[src/rtl/bitserial_fifo_pkg.sv]
// bitserial_fifo_pkg: shared defaults and serializer state type
// for the bit-serial transpose FIFO.
package bitserial_fifo_pkg;

  localparam int BSF_LANES_DEF = 64;
  localparam int BSF_WIDTH_DEF = 16;

  typedef enum logic {
    IDLE = 1'b0,
    BUSY = 1'b1
  } bsf_state_e;

endpackage

[src/rtl/bsf_lane_shreg.sv]
// bsf_lane_shreg: one lane's parallel-in/serial-out register.
// Ports: clk, reset, load (take d), shift (MSB out, 0 in), d, q (serial MSB).
module bsf_lane_shreg
  import bitserial_fifo_pkg::*;
#(
  parameter int WIDTH = BSF_WIDTH_DEF
) (
  input  logic             clk,
  input  logic             reset,
  input  logic             load,
  input  logic             shift,
  input  logic [WIDTH-1:0] d,
  output logic             q
);

  logic [WIDTH-1:0] r;

  always_ff @(posedge clk) begin
    if (reset) begin
      r <= '0;
    end else if (load) begin
      r <= d;
    end else if (shift) begin
      r <= {r[WIDTH-2:0], 1'b0};
    end
  end

  assign q = r[WIDTH-1];

endmodule

[src/rtl/bitserial_fifo.sv]
// bitserial_fifo: LANES-word bank transposed into WIDTH-cycle bit-serial
// frames. Ports: clk, reset, in_valid/in_data/in_ready, out_valid/out_ready,
// out_bits, out_first, out_last; flush exists with BITSERIAL_FIFO_FLUSH_EN.
module bitserial_fifo
  import bitserial_fifo_pkg::*;
#(
  parameter int LANES = BSF_LANES_DEF,
  parameter int WIDTH = BSF_WIDTH_DEF
) (
  input  logic             clk,
  input  logic             reset,
`ifdef BITSERIAL_FIFO_FLUSH_EN
  input  logic             flush,
`endif
  input  logic             in_valid,
  input  logic [WIDTH-1:0] in_data,
  output logic             in_ready,
  output logic             out_valid,
  input  logic             out_ready,
  output logic [LANES-1:0] out_bits,
  output logic             out_first,
  output logic             out_last
);

  localparam int CW = $clog2(LANES + 1);
  localparam int BW = $clog2(WIDTH);

  logic [CW-1:0]    cnt;
  logic [BW-1:0]    bcnt;
  bsf_state_e       state;
  logic [WIDTH-1:0] bank [LANES];

  logic busy;
  logic full;
  logic full_eff;
  logic push;
  logic fire;
  logic last;
  logic xfer;

  assign busy = (state == BUSY);
  assign full = (cnt == CW'(LANES));
  assign push = in_valid & in_ready;
  assign fire = busy & out_ready;
  assign last = busy && (bcnt == BW'(WIDTH - 1));

`ifdef BITSERIAL_FIFO_FLUSH_EN
  logic pend;
  logic flush_now;

  // A flush that arrives with a push waits one cycle so the
  // pushed word lands in the bank before the hand-off.
  assign flush_now = flush && (cnt != '0) && !push;
  assign full_eff  = full | pend | flush_now;
  assign in_ready  = !full && !pend;

  always_ff @(posedge clk) begin
    if (reset) begin
      pend <= 1'b0;
    end else if (xfer) begin
      pend <= 1'b0;
    end else if (flush && (push || cnt != '0)) begin
      pend <= 1'b1;
    end
  end
`else
  assign full_eff = full;
  assign in_ready = !full;
`endif

  // Reload either from idle or exactly as the last slice is consumed,
  // so back-to-back frames leave no gap.
  assign xfer = full_eff && (!busy || (fire && last));

  always_ff @(posedge clk) begin
    if (reset) begin
      cnt <= '0;
      for (int k = 0; k < LANES; k++) begin
        bank[k] <= '0;
      end
    end else if (xfer) begin
      cnt <= '0;
      for (int k = 0; k < LANES; k++) begin
        bank[k] <= '0;
      end
    end else if (push) begin
      cnt     <= cnt + CW'(1);
      bank[0] <= in_data;
      for (int k = 1; k < LANES; k++) begin
        bank[k] <= bank[k-1];
      end
    end
  end

  always_ff @(posedge clk) begin
    if (reset) begin
      state <= IDLE;
      bcnt  <= '0;
    end else if (xfer) begin
      state <= BUSY;
      bcnt  <= '0;
    end else if (fire) begin
      if (last) begin
        state <= IDLE;
        bcnt  <= '0;
      end else begin
        bcnt <= bcnt + BW'(1);
      end
    end
  end

  for (genvar k = 0; k < LANES; k++) begin : g_lane
    logic q;

    bsf_lane_shreg #(
      .WIDTH(WIDTH)
    ) u_shreg (
      .clk  (clk),
      .reset(reset),
      .load (xfer),
      .shift(fire & ~xfer),
      .d    (bank[k]),
      .q    (q)
    );

    assign out_bits[k] = busy & q;
  end

  assign out_valid = busy;
  assign out_first = busy && (bcnt == '0);
  assign out_last  = last;

endmodule

[config.mk]
export PLATFORM = sky130hd
export DESIGN_NAME = bitserial_fifo
export DESIGN_NICKNAME = d
export VERILOG_FILES = /design/src/rtl/bitserial_fifo_pkg.sv /design/src/rtl/bsf_lane_shreg.sv /design/src/rtl/bitserial_fifo.sv
export SDC_FILE = /design/constraint.sdc
export NUM_CORES = 2
export LEC_CHECK = 0
export CORE_MARGIN = 3
export CORE_UTILIZATION = 40
export DETAILED_ROUTE_END_ITERATION = 10
export PLACE_DENSITY = 0.66
export SYNTH_ARGS = -nofsm -noshare
export SYNTH_HDL_FRONTEND = slang
export SYNTH_SLANG_ARGS = --single-unit
[constraint.sdc]
create_clock -name clk -period 19.05 [get_ports clk]
set_input_delay 2.8575 -clock clk [delete_from_list [all_inputs] [get_ports clk]]
set_output_delay 2.8575 -clock clk [all_outputs]
set_load 0.02 [all_outputs]
==> results.sh <==
export IMPL_avgRoutedWirePerCell_um=16.06
export IMPL_cts_hold_buf=0
export IMPL_critPathMaxFanout=179
export IMPL_cts_root_buf="clkbuf_16"
export IMPL_ys_top_cells_by_area="edfxtp_1 37%, dfxtp_1 26%, a311oi_1 10%"
export IMPL_first_iter_violations=4481
export IMPL_highest_layer="met5"
export IMPL_fmax_ghz=0.1231
export IMPL_htree_levels=4
export IMPL_io_buffers=87
export IMPL_initial_core_util=0.4050
export IMPL_viasPerCell=5.226
export IMPL_grt_usage=0.1556
export IMPL_drv_cap=0
export IMPL_hold_violations=0
export IMPL_rows=164
export IMPL_first_pass_iters=6
export IMPL_cts_resized=0
export IMPL_cts_tree="yes"
export IMPL_fill_cells=18420
export IMPL_tns_ps=0
export IMPL_placed_area_sq_mm=0.08337
export IMPL_syn_num_nets=7849
export IMPL_grt_setup_unrepaired="false"
export IMPL_die_area_sq_mm=0.2088
export IMPL_clk_pin_slew_worst_paths_ps=60
export IMPL_worst_pin_slew_ps=1384
export IMPL_irDropWorstVdd_mv=0.09782
export IMPL_clock_path_buffers=3
export IMPL_yosys_area_top_type="edfxtp_1"
export IMPL_die_h_um=457.0
export IMPL_syn_area_per_cell_sq_um=10.40
export IMPL_grt_max_degree=266
export IMPL_cts_made_buffers=200
export IMPL_setup_viol=0
export IMPL_p_leak_nw=28.28
export IMPL_fin_total_pwr_w=0.008948
export IMPL_worstSetupEndpointType="register"
export IMPL_fin_crit_sh=0.4263
export IMPL_final_cell_mix="1,959 x nand2_1, 1,072 x and2_1, 1,051 x dfxtp_1, 1,008 x edfxtp_1, 969 x nor2_1"
export IMPL_met2_length_um=77280
export IMPL_crit_type="in -> reg"
export IMPL_yosysSeqAreaShare=0.6309
export IMPL_place_gp_congestion=0.7272
export IMPL_postRouteAntennaNets=0
export IMPL_drc=0
export IMPL_core_area_sq_mm=0.2009
export IMPL_cp_arrival_ps=8810
export IMPL_cp_start_kind="input port"
export IMPL_ys_seq_elements=2060
export IMPL_synth_top_area_frac=0.3721
export IMPL_final_common_cell="nand2_1"
export IMPL_hold_ws_ps=441.7
export IMPL_drv_slew=0
export IMPL_synth_cells=7825
export IMPL_finClkSkew_ps=55.28
export IMPL_pwr_density_cell_mw_per_mm2=99.42
export IMPL_fin_nets=7533
export IMPL_grt_pass1_vias=54170
export IMPL_areaGrowthSynthToFinish_pct=10.62
export IMPL_min_path_type="reg -> reg"
export IMPL_yosysWarnings=0
export IMPL_synth_area_sq_mm=0.08136
export IMPL_grt_overflow=0
export IMPL_cp_data_required_time_ps=19740
export IMPL_hpwl_um=86300
export IMPL_ys_types=37
export IMPL_whs_path_depth=2
export IMPL_vias=54120
export IMPL_max_slew_margin=0.07706
export IMPL_cts_sinks=2060
export IMPL_status="finished, final reports clean"
export IMPL_postCtsSetupRepairBufs=0
export IMPL_grt_first_pass_wirelength_um=279000
export IMPL_wl_met1_um=77950
export IMPL_multiInputGateArea_sq_mm=0.02715
export IMPL_ff2ff_path_depth=10
export IMPL_clk_latency_ps=850
export IMPL_regArea_sq_mm=0.05133
export IMPL_setup_ws_ps=10930
export IMPL_die_w_um=457.0
export IMPL_place_ws_ps=10100
export IMPL_pin_count=88
export IMPL_antenna_found_initial=9
export IMPL_layout_drive_gt1_share=0.04904
export IMPL_met3WireLength_um=6990
export IMPL_routed_wl_um=166300
export IMPL_post_route_cell_area_sq_mm=0.09000
export IMPL_finalCriticalPeriod_ps=8121
==> layer usage <==
layer / up-vias / track usage
met1: 26340 / 0.2104
li1: 26590 / -
met2: 941 / 0.2554
met5: - / 0
met3: 248 / 0.02723
met4: 2 / 0.04664
==> critical path, cell delays in order <==
cell             delay [ps]
clkdlybuf4s50_1         530
nand4_1                 250
a211oi_4                290
buf_4                   620
buf_4                   630
buf_4                   550
buf_12                  630
buf_4                   820
buf_4                   910
nand2_1                 140
a311oi_1                320
==> where the power goes <==
part	switching, W	leakage [nW]	internal, W	total [W]
clock	0.00170	3.23	0.00221	0.00391
combinational	0.000133	5.40	0.0000449	0.000178
sequential	0.0000684	19.7	0.00479	0.00486
total	0.00191	28.3	0.00704	0.00895
==> through the flow <==
step	std cells	util
final	10360	0.4480
after global routing	10340	0.4479
after CTS	10340	0.4479
after detailed placement	9963	0.4150
after global placement	9963	0.4150
after floorplan	7825	-
==> kinds of logic after synthesis <==
family / after synthesis / synth area share
AOI/OAI and AO/OA: 1054 / 0.1125
buffers and inverters: 678 / 0.03594
xor gates and xnor gates: 6 / 0.0006459
adders and majority gates: 4 / 0.0006152
DFF: 2060 / 0.6309
and+or+nand+nor: 4023 / 0.2193
==> final cells by class <==
class / count / area share
clock buffer: 299 / 0.06376
antenna: 12 / 0.0003337
timing repair buffer: 156 / 0.01716
multi-input combinational: 5087 / 0.3017
inverter: 4 / 0.0001668
tap: 2656 / 0.03692
clock inverter: 81 / 0.009579
sequential: 2060 / 0.5704
==> Yosys cell counts, drive strengths merged <==
cell / count
a22o: 64
nor4b: 1
inv: 4
and4: 1
nand2b: 2
a211o: 1
xor2: 5
a21oi: 22
a211oi: 2
a311oi: 960
dfxtp: 1052
nand2: 1959
nor4bb: 1
edfxtp: 1008
and3: 1
ha: 4
nand4: 6
or4b: 1
nor3: 1
or3: 3
o21ai: 2
and2: 1072
a31oi: 1
a21boi: 1
clkbuf: 377
nand3: 2
nor2: 972
o31ai: 1
xnor2: 1
buf: 297
nor2b: 1
==> sequential cells by signal, summed over array words and instances (netlist names) <==
register,cells
bank,1024
g_lane.u_shreg.r,1024
cnt,7
bcnt,4
out_valid,1
==> final timing paths <==
check                           from                       to  slack [ps]
max reg2reg                   cnt[2]  g_lane[59].u_shreg.r[6]       12690
min reg2reg  g_lane[45].u_shreg.r[8]  g_lane[45].u_shreg.r[9]         440
min          g_lane[45].u_shreg.r[8]  g_lane[45].u_shreg.r[9]         440
max                        out_ready  g_lane[59].u_shreg.r[6]       10930
Power figures use the tool's default switching activity.
